**src/rtl/mem_pkg.sv**
```systemverilog
// rtl/mem_pkg.sv - shared types, size encodings and strobe masks for the memory access controller
package mem_pkg;

  localparam int unsigned TIMEOUT_CYC = 16;

  typedef enum logic [1:0] {
    SZ_BYTE   = 2'd0,
    SZ_HALF   = 2'd1,
    SZ_WORD   = 2'd2,
    SZ_DOUBLE = 2'd3
  } size_e;

  typedef enum logic [1:0] {
    ST_IDLE,
    ST_REQ,
    ST_WAIT,
    ST_DONE
  } state_e;

  localparam logic [7:0] STRB_BYTE   = 8'h01;
  localparam logic [7:0] STRB_HALF   = 8'h03;
  localparam logic [7:0] STRB_WORD   = 8'h0F;
  localparam logic [7:0] STRB_DOUBLE = 8'hFF;

  function automatic logic [7:0] size_mask(size_e s);
    case (s)
      SZ_BYTE: return STRB_BYTE;
      SZ_HALF: return STRB_HALF;
      SZ_WORD: return STRB_WORD;
      default: return STRB_DOUBLE;
    endcase
  endfunction

  function automatic logic misaligned(size_e s, logic [2:0] off);
    case (s)
      SZ_HALF:   return off[0];
      SZ_WORD:   return |off[1:0];
      SZ_DOUBLE: return |off;
      default:   return 1'b0;
    endcase
  endfunction

endpackage

```
**src/rtl/load_align.sv**
```systemverilog
// rtl/load_align.sv - extracts the addressed lanes of a 64-bit read and sign/zero-extends them
module load_align
  import mem_pkg::*;
(
  input  logic [63:0] rdata_i,
  input  logic [2:0]  offset_i,
  input  size_e       size_i,
  input  logic        unsigned_i,
  output logic [63:0] data_o
);

  logic [63:0] shifted;

  always_comb begin
    shifted = rdata_i >> {offset_i, 3'b000};
    data_o  = shifted;
    case (size_i)
      SZ_BYTE: data_o = unsigned_i ? {56'd0, shifted[7:0]}  : {{56{shifted[7]}},  shifted[7:0]};
      SZ_HALF: data_o = unsigned_i ? {48'd0, shifted[15:0]} : {{48{shifted[15]}}, shifted[15:0]};
      SZ_WORD: data_o = unsigned_i ? {32'd0, shifted[31:0]} : {{32{shifted[31]}}, shifted[31:0]};
      default: data_o = shifted;
    endcase
  end

endmodule

```
**src/rtl/mem_access_ctrl.sv**
```systemverilog
// rtl/mem_access_ctrl.sv - MEM-stage load/store controller driving a request/grant/response data bus
module mem_access_ctrl #(
  parameter int unsigned TIMEOUT_CYC = mem_pkg::TIMEOUT_CYC
) (
  input  logic        clk_i,
  input  logic        reset_n_i,
  input  logic        mem_v_i,
  input  logic        mem_load_i,
  input  logic        mem_store_i,
  input  logic [1:0]  mem_size_i,
  input  logic        mem_unsigned_i,
  input  logic [63:0] mem_addr_i,
  input  logic [63:0] mem_wdata_i,
  input  logic        wb_stall_i,
  output logic        mem_stall_o,
  output logic        mem_done_o,
  output logic [63:0] mem_result_o,
  output logic        mem_lam_o,
  output logic        mem_laf_o,
  output logic        mem_sam_o,
  output logic        mem_saf_o,
  output logic        dmem_req_o,
  output logic        dmem_we_o,
  output logic [63:0] dmem_addr_o,
  output logic [63:0] dmem_wdata_o,
  output logic [7:0]  dmem_wstrb_o,
  input  logic        dmem_gnt_i,
  input  logic        dmem_rvalid_i,
  input  logic        dmem_err_i,
  input  logic [63:0] dmem_rdata_i
);
  import mem_pkg::*;

  localparam int CW = $clog2(TIMEOUT_CYC + 1);

  state_e      state_q, state_d;
  logic [CW-1:0] cnt_q, cnt_d;
  logic [63:0] addr_q, addr_d, wdata_q, wdata_d, result_q, result_d;
  size_e       size_q, size_d;
  logic        store_q, store_d, uns_q, uns_d;
  logic        lam_q, lam_d, sam_q, sam_d, laf_q, laf_d, saf_q, saf_d;
  logic        stall, in_req, in_done, start;
  logic [63:0] load_data, wdata_rep;

  load_align u_load_align (
    .rdata_i    (dmem_rdata_i),
    .offset_i   (addr_q[2:0]),
    .size_i     (size_q),
    .unsigned_i (uns_q),
    .data_o     (load_data)
  );

  assign start = mem_v_i && (mem_load_i || mem_store_i);

  always_comb begin
    state_d  = state_q;
    cnt_d    = cnt_q;
    addr_d   = addr_q;
    wdata_d  = wdata_q;
    size_d   = size_q;
    store_d  = store_q;
    uns_d    = uns_q;
    result_d = result_q;
    lam_d    = lam_q;
    sam_d    = sam_q;
    laf_d    = laf_q;
    saf_d    = saf_q;
    stall    = 1'b0;
    case (state_q)
      ST_IDLE: begin
        if (start) begin
          stall    = 1'b1;
          addr_d   = mem_addr_i;
          wdata_d  = mem_wdata_i;
          size_d   = size_e'(mem_size_i);
          store_d  = mem_store_i;
          uns_d    = mem_unsigned_i;
          result_d = '0;
          cnt_d    = '0;
          laf_d    = 1'b0;
          saf_d    = 1'b0;
          lam_d    = 1'b0;
          sam_d    = 1'b0;
          // Misaligned accesses never reach the bus; report the fault directly.
          if (misaligned(size_e'(mem_size_i), mem_addr_i[2:0])) begin
            lam_d   = !mem_store_i;
            sam_d   = mem_store_i;
            state_d = ST_DONE;
          end else begin
            state_d = ST_REQ;
          end
        end
      end
      ST_REQ: begin
        stall = 1'b1;
        if (dmem_gnt_i) begin
          cnt_d   = '0;
          state_d = ST_WAIT;
        end
      end
      ST_WAIT: begin
        stall = 1'b1;
        if (dmem_rvalid_i) begin
          state_d = ST_DONE;
          if (dmem_err_i) begin
            laf_d = !store_q;
            saf_d = store_q;
          end else if (!store_q) begin
            result_d = load_data;
          end
        end else if (cnt_q == CW'(TIMEOUT_CYC - 1)) begin
          laf_d   = !store_q;
          saf_d   = store_q;
          state_d = ST_DONE;
        end else begin
          cnt_d = cnt_q + 1'b1;
        end
      end
      default: begin
        if (!wb_stall_i) state_d = ST_IDLE;
      end
    endcase
  end

  always_comb begin
    wdata_rep = wdata_q;
    case (size_q)
      SZ_BYTE: wdata_rep = {8{wdata_q[7:0]}};
      SZ_HALF: wdata_rep = {4{wdata_q[15:0]}};
      SZ_WORD: wdata_rep = {2{wdata_q[31:0]}};
      default: wdata_rep = wdata_q;
    endcase
  end

  always_ff @(posedge clk_i) begin
    if (!reset_n_i) begin
      state_q  <= ST_IDLE;
      cnt_q    <= '0;
      addr_q   <= '0;
      wdata_q  <= '0;
      size_q   <= SZ_BYTE;
      store_q  <= 1'b0;
      uns_q    <= 1'b0;
      result_q <= '0;
      lam_q    <= 1'b0;
      sam_q    <= 1'b0;
      laf_q    <= 1'b0;
      saf_q    <= 1'b0;
    end else begin
      state_q  <= state_d;
      cnt_q    <= cnt_d;
      addr_q   <= addr_d;
      wdata_q  <= wdata_d;
      size_q   <= size_d;
      store_q  <= store_d;
      uns_q    <= uns_d;
      result_q <= result_d;
      lam_q    <= lam_d;
      sam_q    <= sam_d;
      laf_q    <= laf_d;
      saf_q    <= saf_d;
    end
  end

  // Bus and result outputs are qualified by state so nothing stale leaks outside REQ/DONE.
  assign in_req       = (state_q == ST_REQ);
  assign in_done      = (state_q == ST_DONE);
  assign mem_stall_o  = stall && reset_n_i;
  assign mem_done_o   = in_done;
  assign mem_result_o = in_done ? result_q : '0;
  assign mem_lam_o    = in_done && lam_q;
  assign mem_sam_o    = in_done && sam_q;
  assign mem_laf_o    = in_done && laf_q;
  assign mem_saf_o    = in_done && saf_q;
  assign dmem_req_o   = in_req;
  assign dmem_we_o    = in_req && store_q;
  assign dmem_addr_o  = in_req ? {addr_q[63:3], 3'b000} : '0;
  assign dmem_wstrb_o = (in_req && store_q) ? (size_mask(size_q) << addr_q[2:0]) : '0;
  assign dmem_wdata_o = (in_req && store_q) ? wdata_rep : '0;

endmodule
```
**config.mk**
```make
export PLATFORM = sky130hd
export DESIGN_NAME = mem_access_ctrl
export DESIGN_NICKNAME = d
export VERILOG_FILES = /design/src/rtl/mem_pkg.sv /design/src/rtl/load_align.sv /design/src/rtl/mem_access_ctrl.sv
export SDC_FILE = /design/constraint.sdc
export NUM_CORES = 1
export LEC_CHECK = 0
export CAP_MARGIN = 20
export CORE_AREA = 3 3 160 162
export CTS_BUF_LIST = sky130_fd_sc_hd__clkbuf_4
export CTS_CLUSTER_DIAMETER = 30
export DETAILED_ROUTE_END_ITERATION = 8
export DIE_AREA = 0 0 163 165
export DONT_BUFFER_PORTS = 1
export PLACE_DENSITY = 0.65
export SKIP_CTS_REPAIR_TIMING = 1
export SYNTH_ARGS = -nofsm -noshare
export SYNTH_HDL_FRONTEND = slang
export SYNTH_SLANG_ARGS = --single-unit
```
**constraint.sdc**
```tcl
create_clock -name clk_i -period 2.4 [get_ports clk_i]
set_clock_uncertainty 0.2 [all_clocks]
set_input_delay 0.36 -clock clk_i [delete_from_list [all_inputs] [get_ports clk_i]]
set_output_delay 0.36 -clock clk_i [all_outputs]
set_load 0.03 [all_outputs]
```
Yosys cells after proc, flatten, opt, wreduce, memory -nomap -nowiden
Cells that the tools add are included.
Word-level totals
  logic and storage cells: 99
  bits of input ports: 204
  register bits: 207
  output and inout port bits: 208
Cells by class
  equality and inequality tests: 19
  mux-type cells: 43
  $add $sub $neg: 1
  reduce and logical (&&, ||, !) cells: 22
  shift operators: 2
Operators by type and width (count)
  $mux W64: 10
  $pmux W64 S3: 2
  $pmux W64 S2: 1
  $shr A64 B6 Y64: 1
  $pmux W8 S3: 1
  $mux W5: 4
  $pmux W5 S3: 1
  $ne A2 B2 Y1 const B: 7
  $mux W1: 12
  $mux W2: 6
  $eq A2 B2 Y1 const B: 5
  $reduce_and A5 Y1: 2
  $mux W8: 1
  $reduce_and A4 Y1: 2
  $shl A8 B3 Y8: 1
  $logic_and A1 B1 Y1: 7
  $eq A2 B1 Y1 const B: 3
  $ne A3 B3 Y1 const B: 2
  $pmux W1 S2: 3
  $pmux W2 S3: 1
  $add A5 B1 Y5 const B: 1
  $eq A5 B4 Y1 const B: 1
  $logic_not A2 Y1: 2
  $ne A4 B1 Y1 const B: 1
  8 further kinds: 10

Depth between registers and ports, before layout
Gate-level depths: netlist of the first run.
  depth after elaboration: 7
  gate-level depth with buffers: 9
  gate-level depth less buffers: 8

Cells and area by module
A second synthesis of the first run with hierarchy kept.
Unflattened totals
  cell total of the unflattened synthesis: 1563
  area, all modules: 11912.7 um^2
By module, submodules not included
  mem_access_ctrl: times used 1, area an instance 9613.0 um^2, cells each 1299, sequential area each 4144.0 um^2
  load_align: times used 1, area an instance 2299.7 um^2, cells each 264, sequential area each 0.0 um^2

Least setup slack after synthesis of the first run
OpenSTA, ideal clock, no wires.
  path type: flip-flop to output port
  start: register state_q[1]
  end: output dmem_wstrb_o[2]
  cell stages (with the launch flop): 7
  data arrival time: 2.858 ns
  path slack: -1.018 ns
  required time: 1.840 ns
  cell sequence: dfxtp_1 -> inv_1 -> ha_1 -> clkbuf_1 -> nand2_1 -> clkbuf_1 -> a2111oi_0
Between the ends
  word-level cells in the longest chain between the ends: 3
Ends and longest elaborated chain
  start: declaration: RTL line mem_access_ctrl.sv:36  | state_e state_q, state_d;
  start signal: assignment: RTL line mem_access_ctrl.sv:150  | state_q <= state_d;
  $eq A2 B1 Y1: RTL line mem_access_ctrl.sv:166  | assign in_req = (state_q == ST_REQ);
  via dmem_req_o: RTL line mem_access_ctrl.sv:22  | output logic dmem_req_o,
  $logic_and A1 B1 Y1: RTL line mem_access_ctrl.sv:178  | assign dmem_wstrb_o = (in_req && store_q) ? (size_mask(size_q) << addr_q[2:0]) : '0;
  $mux W8: RTL line mem_access_ctrl.sv:178
  end: declaration: RTL line mem_access_ctrl.sv:26  | output logic [7:0] dmem_wstrb_o,
The timed path passes the listed nets, and every way through them passes these cells.

Worst setup path after layout of the first run
  start: register state_q[1]
  end: output dmem_wdata_o[46]
Between the ends
  word-level cells in the longest chain between the ends: 3
Ends and longest elaborated chain
  $eq A2 B1 Y1: RTL line mem_access_ctrl.sv:166
  $logic_and A1 B1 Y1: RTL line mem_access_ctrl.sv:179  | assign dmem_wdata_o = (in_req && store_q) ? wdata_rep : '0;
  $mux W64: RTL line mem_access_ctrl.sv:179
  end: declaration: RTL line mem_access_ctrl.sv:25  | output logic [63:0] dmem_wdata_o,
Every way passes these cells.

==> out/results.ini, run 1 <==
[pwr]
total_power_mw=12.2
ir_drop_mv=0.640
power_density_mw_per_mm2=722
leakage_nw=6.32

[worst_setup_path]
crit_arrival_ns=2.15
worst-path-max-fanout=5
startpoint_type=register
worst-r2r-cell-count=6
reg2reg_to=result_q[13]
critical_path_class=register to output port
required_ns=1.84
crit_start=state_q[1]
r2r_slack_ns=-0.01
end_kind=output port
r2r-start=addr_q[1]

[timing]
setup_ws_ns=-0.306
max_freq_mhz=370
hold_viol=4
final_max_slew_viol_count=0
max_slew_margin=0.530
rsz0062_at_grt=yes
fin_crit_ns=2.71
setup_viol_count_final=201
tightest_slew_ns=0.705
fin_crit_sh=1.13
whs_ns=-0.0330
tns_ns=-25.51

[placed_design]
io_buffer_count=0
routabilityCongestion=0.893
dp_cells=1816
dpl.hpwl_um=28700

[clocking]
cts.reportedPaths.clkPinSlew_ns=0.07
cts.path.max_buffers=3
cts-root-buf=clkbuf_4
cts_sinks=207
numCtsBuffers=60
clock_latency_ns=0.69
cts_max_level=2
cts_tree=yes

[global_routing]
grt.busiest_layer=met2
grt_pass1_wl_um=58400
grtUsageTotal=0.273
use_met2=0.478
grtUsageMet3=0.0853
grt_use_met1=0.310
grt_overflow=0
grt_antenna_before_repair=3
grt_max_degree=115
grt_pass1_vias=10500

[drt]
first_pass_iters=6
wl_per_cell_um=22.6
drt_wl_total_um=48500
drt_iter0_markers=1350
viasPerCell=5.94
num_vias=12700
drtAntennaViolNets=0
route.detailed.drc=0

[status]
violations=hold timing, setup timing
outcome=finished, violations left

[synthesis]
synth-main-ff-cell=dfxtp_1
ys_top_cells_by_area=dfxtp_1, nand2_1, a21oi_1
synth_area_mm2=0.0114
netlist_instances=1476
synth_top_area_cell=dfxtp_1
ys_warn_count=0
synth_top_area_frac=0.365
synth_area_per_cell_um2=7.70
ys_ff_latch=207
ys_types=53
synth_edf_count=0
yosysSeqAreaShare=0.365
async_flop_share=0

[floorplanning]
fp.dieW_um=163
io_pins=412
initial_core_util=0.469
dieHeight_um=165
dieArea_mm2=0.0269
core_region_area_mm2=0.0242
rows=57

[final_layout]
fin_util=0.699
fillers=1730
multi_input_area_mm2=0.00761
layout.nets=1986
final_cells=2144
area_delta_synth_final_pct=49.1
drive_gt1_frac=0.327
regArea_mm2=0.00417

[hold_path]
hold_depth=3
hold_path.startpoint=dmem_rdata_i[51]
hold_path_class=input pin to register
whs_endpoint=result_q[11]

[flow_run]
maxCapViolCount=0

## cells by family (layout without fill, tap and decap cells)
logic type / after synthesis / in the layout / synth area share
flip-flops: 207 / 207 / 0.365
other: 1 / 6 / 0.000330
AO/OA/AOI/OAI: 363 / 363 / 0.190
multiplexers: 134 / 134 / 0.141
buffers and inverters: 151 / 489 / 0.0537
adder cells (fa/ha/maj): 6 / 6 / 0.00660
AND/OR/NAND/NOR: 614 / 615 / 0.243
## state kept, by name, indices dropped and copies added (netlist names)
register,flops
cnt_q,5
state_q,2
size_q,2
store_q,1
laf_q,1
lam_q,1
saf_q,1
addr_q,64
wdata_q,64
result_q,64
sam_q,1
uns_q,1
## placed cells by master (no fill, tap or decap), types with 5 or more instances in the layout
master,count
o31ai_2,5
a221o_1,24
nand2_1,363
inv_1,17
nor2_1,43
clkinv_1,15
mux2_2,60
clkbuf_16,7
o22ai_1,11
buf_12,26
mux2i_1,50
clkinv_2,6
a21oi_4,26
a211oi_2,8
nor2b_1,11
dlygate4sd3_1,183
mux2i_4,6
o21ai_1,7
a22oi_1,32
nor2_2,6
nor2_4,11
a21oi_1,150
dfxtp_1,199
o21ai_0,62
and2_2,123
nand2_2,6
buf_4,76
a21oi_2,15
and3_1,9
clkbuf_4,80
dfxtp_4,5
buf_6,66
mux4_2,15
and2_1,7
## area by class of cell
type                    instances  area share
diodes                          3    0.000443
clock buffers                  80      0.0355
clock inverters                23     0.00709
inverters                      22     0.00539
multi-input cells            1121       0.449
flip-flops and latches        207       0.246
well taps                     324      0.0239
repair buffers                363       0.232
repair inverters                1    0.000443
## synthesized netlist by cell type, drive strengths merged (5+ instances only)
cell / number
mux4: 15
clkbuf: 91
mux2i: 57
and3: 9
o31ai: 7
ha: 6
a221o: 24
inv: 21
a22oi: 32
o22ai: 11
buf: 38
nor2: 60
mux2: 62
dfxtp: 207
o21ai: 72
and2: 135
nor2b: 11
a21oi: 191
nand2: 374
nor3: 5
a211oi: 10
## worst max-delay path by stage
stage	end	slack (ns)	cells past startpoint
after CTS	dmem_wstrb_o[1]	-0.60	7
after global routing	dmem_wdata_o[29]	-0.38	8
after floorplan	dmem_wstrb_o[3]	-0.16	7
after detailed placement	result_q[28]	0.08	8
after global placement	result_q[16]	0.13	6
final	dmem_wdata_o[46]	-0.31	8
## critical path, stage by stage (launching register included)
cell	delay, ns
dfxtp_4	0.36
inv_4	0.06
ha_4	0.20
nand2_8	0.10
clkinvlp_4	0.16
o21ai_1	0.09
buf_4	0.16
a21oi_2	0.15
buf_6	0.15
## through the flow
| stage | area, um^2 | worst slack [ns] |
|---|---|---|
| after detailed placement | 12800 | 0.0755 |
| final | 16900 | -0.306 |
| after global placement | 12800 | 0.126 |
| after CTS | 13500 | -0.599 |
| after floorplan | 11600 | -0.162 |
| after global routing | 16900 | -0.376 |
## where the power goes
group,leakage [nW],internal [mW],switching (mW)
logic,4.19,1.96,2.92
registers,1.69,3.82,0.316
clock network,0.433,1.65,1.56
## metal layers
layer | routed length, um | vias up
li1 | - | 5678
met1 | 16700 | 5955
met2 | 23900 | 879
met3 | 5080 | 221
met4 | 2720 | 0
met5 | 0 | -
Note: power is estimated with default switching activity, not from simulation.
==> run 2: changes to the inputs <==
- ABC_CLOCK_PERIOD_IN_PS: default -> 2400
==> results of run 2 <==
Same layout as run 1: the final DEF is identical, and so are final timing and power.
==> run 3: changes to the inputs <==
- CORE_AREA: 3 3 160 162 -> 3 3 157 159
- DIE_AREA: 0 0 163 165 -> 0 0 160 162
- PLACE_DENSITY: 0.65 -> 0.68
==> out/results.ini, run 3 (synthesized netlist as in run 1, its figures left out) <==
[global_routing]
grt_overflow=0  ; unchanged
grt_max_degree=79  ; -31%
grtUsageTotal=0.291  ; +0.0178
grt_antenna_before_repair=7  ; +4
grt_pass1_wl_um=60900  ; +4.3%
grt_pass1_vias=10900  ; +3.8%

[pwr]
power.share.clock=0.266  ; +0.004
p_int_mw=7.56  ; +1.7%
total_power_mw=12.5  ; +2.5%
ir_drop_mv=0.677  ; +5.8%
leakage_nw=6.45  ; +2.1%
switching_power_mw=4.98  ; +3.7%
p_comb_frac=0.404  ; +0.005
p_seq_frac=0.331  ; -0.007
power_density_mw_per_mm2=741  ; +2.6%
sw_frac_of_total=0.397  ; +0.00475

[hold_path]
hold_path.startpoint=dmem_rdata_i[50]
hold_path_class=input pin to register

[timing]
whs_ns=-0.0305  ; +0.00244 ns
max_freq_mhz=372  ; +0.60%
fin_crit_ns=2.69  ; -0.0162 ns
setup_ws_ns=-0.290  ; +0.0162 ns
tns_ns=-23.68  ; +1.83 ns
hold_viol=5  ; +1
rsz0062_at_grt=yes
max_slew_margin=0.361  ; -0.169
tightest_slew_ns=0.959  ; +0.254 ns
final_max_slew_viol_count=0  ; unchanged
fin_crit_sh=1.12  ; -0.00674
setup_viol_count_final=187  ; -7.0%

[floorplanning]
rows=56  ; -1.8%
dieArea_mm2=0.0259  ; -3.6%
io_pins=412  ; unchanged
dieHeight_um=162  ; -1.8%
fp.dieW_um=160  ; -1.8%
core_region_area_mm2=0.0234  ; -3.5%
initial_core_util=0.486  ; +0.0169

[worst_setup_path]
crit_family=buffers and inverters
startpoint_type=register
path_cells=inv_4, ha_4, nand2_8, clkinvlp_4, o21ai_2, buf_6, a21oi_2, buf_6
worst_path_largest_cell_delay_ns=0.35  ; about the same
critical_path_class=register to output port
required_ns=1.84  ; about the same
path_depth=8  ; unchanged
crit_start=state_q[1]
crit_path_end=dmem_wdata_o[42]
end_kind=output port
critPathBufInv=4  ; unchanged
crit_slowest_cell=dfxtp_4
cp_common_cell=buf_6
r2r_slack_ns=0.02  ; +0.03 ns
reg2reg_to=result_q[60]
crit_arrival_ns=2.13  ; -0.02 ns
worst-r2r-cell-count=7  ; +1
r2r-start=addr_q[1]
worst-path-max-fanout=5  ; unchanged

[placed_design]
post-place-ws_ns=0.123  ; +0.0475 ns
io_buffer_count=0  ; unchanged
dpl.hpwl_um=28800  ; +0.46%
post_dp_cell_area_mm2=0.0127  ; -0.36%
routabilityCongestion=0.907  ; +1.6%

[clocking]
cts_sinks=207  ; unchanged
clock_latency_ns=0.71  ; +0.02 ns
cts-root-buf=clkbuf_4
cts.path.max_buffers=3  ; unchanged
cts.reportedPaths.clkPinSlew_ns=0.06  ; about the same
cts_tree=yes
numCtsBuffers=61  ; +1.7%
cts_max_level=2  ; unchanged

[drt]
drt_wl_total_um=50200  ; +3.5%
drt_iter0_markers=1449  ; +7.3%
route.detailed.drc=0  ; unchanged
drtAntennaViolNets=0  ; unchanged
first_pass_iters=9  ; +3
num_vias=13100  ; +3.0%
wl_per_cell_um=23.3  ; +3.3%
viasPerCell=6.10  ; +2.8%

[final_layout]
final_common_cell=nand2_1
layout.nets=1992  ; +0.30%
final_area_mm2=0.0169  ; about the same
drive_gt1_frac=0.345  ; +0.0176
largestRegisters=addr_q x64, result_q x64, wdata_q x64
area_delta_synth_final_pct=48.9  ; about the same
layout_common_cells=nand2_1, dfxtp_1, dlygate4sd3_1

[flow_run]
maxCapViolCount=0  ; unchanged

[status]
violations=hold timing, setup timing
outcome=finished, violations left

## run 3: cell types whose count changed in the layout (fill, tap and decap cells not counted), moves of 8 or more
cell / delta
and2_4: +36
buf_4: +13
clkbuf_4: +10
o21ai_0: -11
and2_2: -33
a21oi_4: -8
buf_12: -9
## run 3: final cells by class
| type | count | area, um^2 |
|---|---|---|
| multi-input cells | 1120 | 7600 |
| fillers | 1576 | 6470 |
| flip-flops and latches | 207 | 4170 |
| repair buffers | 369 | 3890 |
| clock buffers | 90 | 676 |
| well taps | 319 | 399 |
| inverters | 22 | 96.3 |
| clock inverters | 17 | 78.8 |
| diodes | 4 | 10.0 |
| repair inverters | 1 | 7.51 |
## run 3: metrics by stage
step / util / std cells
after floorplan: - / 1478
after global routing: 0.723 / 2149
after CTS: 0.576 / 1921
after detailed placement: 0.544 / 1814
after global placement: 0.544 / 1814
final: 0.723 / 2149
## run 3: metal layers
layer  vias to the layer above  wire [um]  global-route usage
li1                       5678          -                   -
met1                      6171      17300               0.326
met2                      1021      24500               0.493
met3                       240       5270               0.105
met4                         6       3020               0.140
met5                         -         37                   0
## run 3: worst min path at each step
stage,end,slack [ns],cells past startpoint
floorplan,result_q[56],0.22,2
global placement,result_q[51],0.23,2
detailed placement,result_q[34],0.24,2
CTS,wdata_q[10],-0.48,2
global route,result_q[9],-0.02,3
finish,result_q[50],-0.03,4
## run 3: power groups by stage
| stage | clock network [mW] | logic [mW] | registers [mW] |
|---|---|---|---|
| after floorplan | 0 | 2.75 | 4.04 |
| after global placement | 0 | 3.75 | 4.12 |
| after detailed placement | 0 | 3.81 | 4.14 |
| after CTS | 3.34 | 3.83 | 4.06 |
| after global routing | 3.55 | 5.35 | 4.17 |
| final | 3.33 | 5.06 | 4.15 |
## run 3: tightest hold or removal path, stage by stage
cell     delay (ns)
mux2i_1        0.11
o21ai_0        0.17
nand2_1        0.06
o21ai_1        0.12
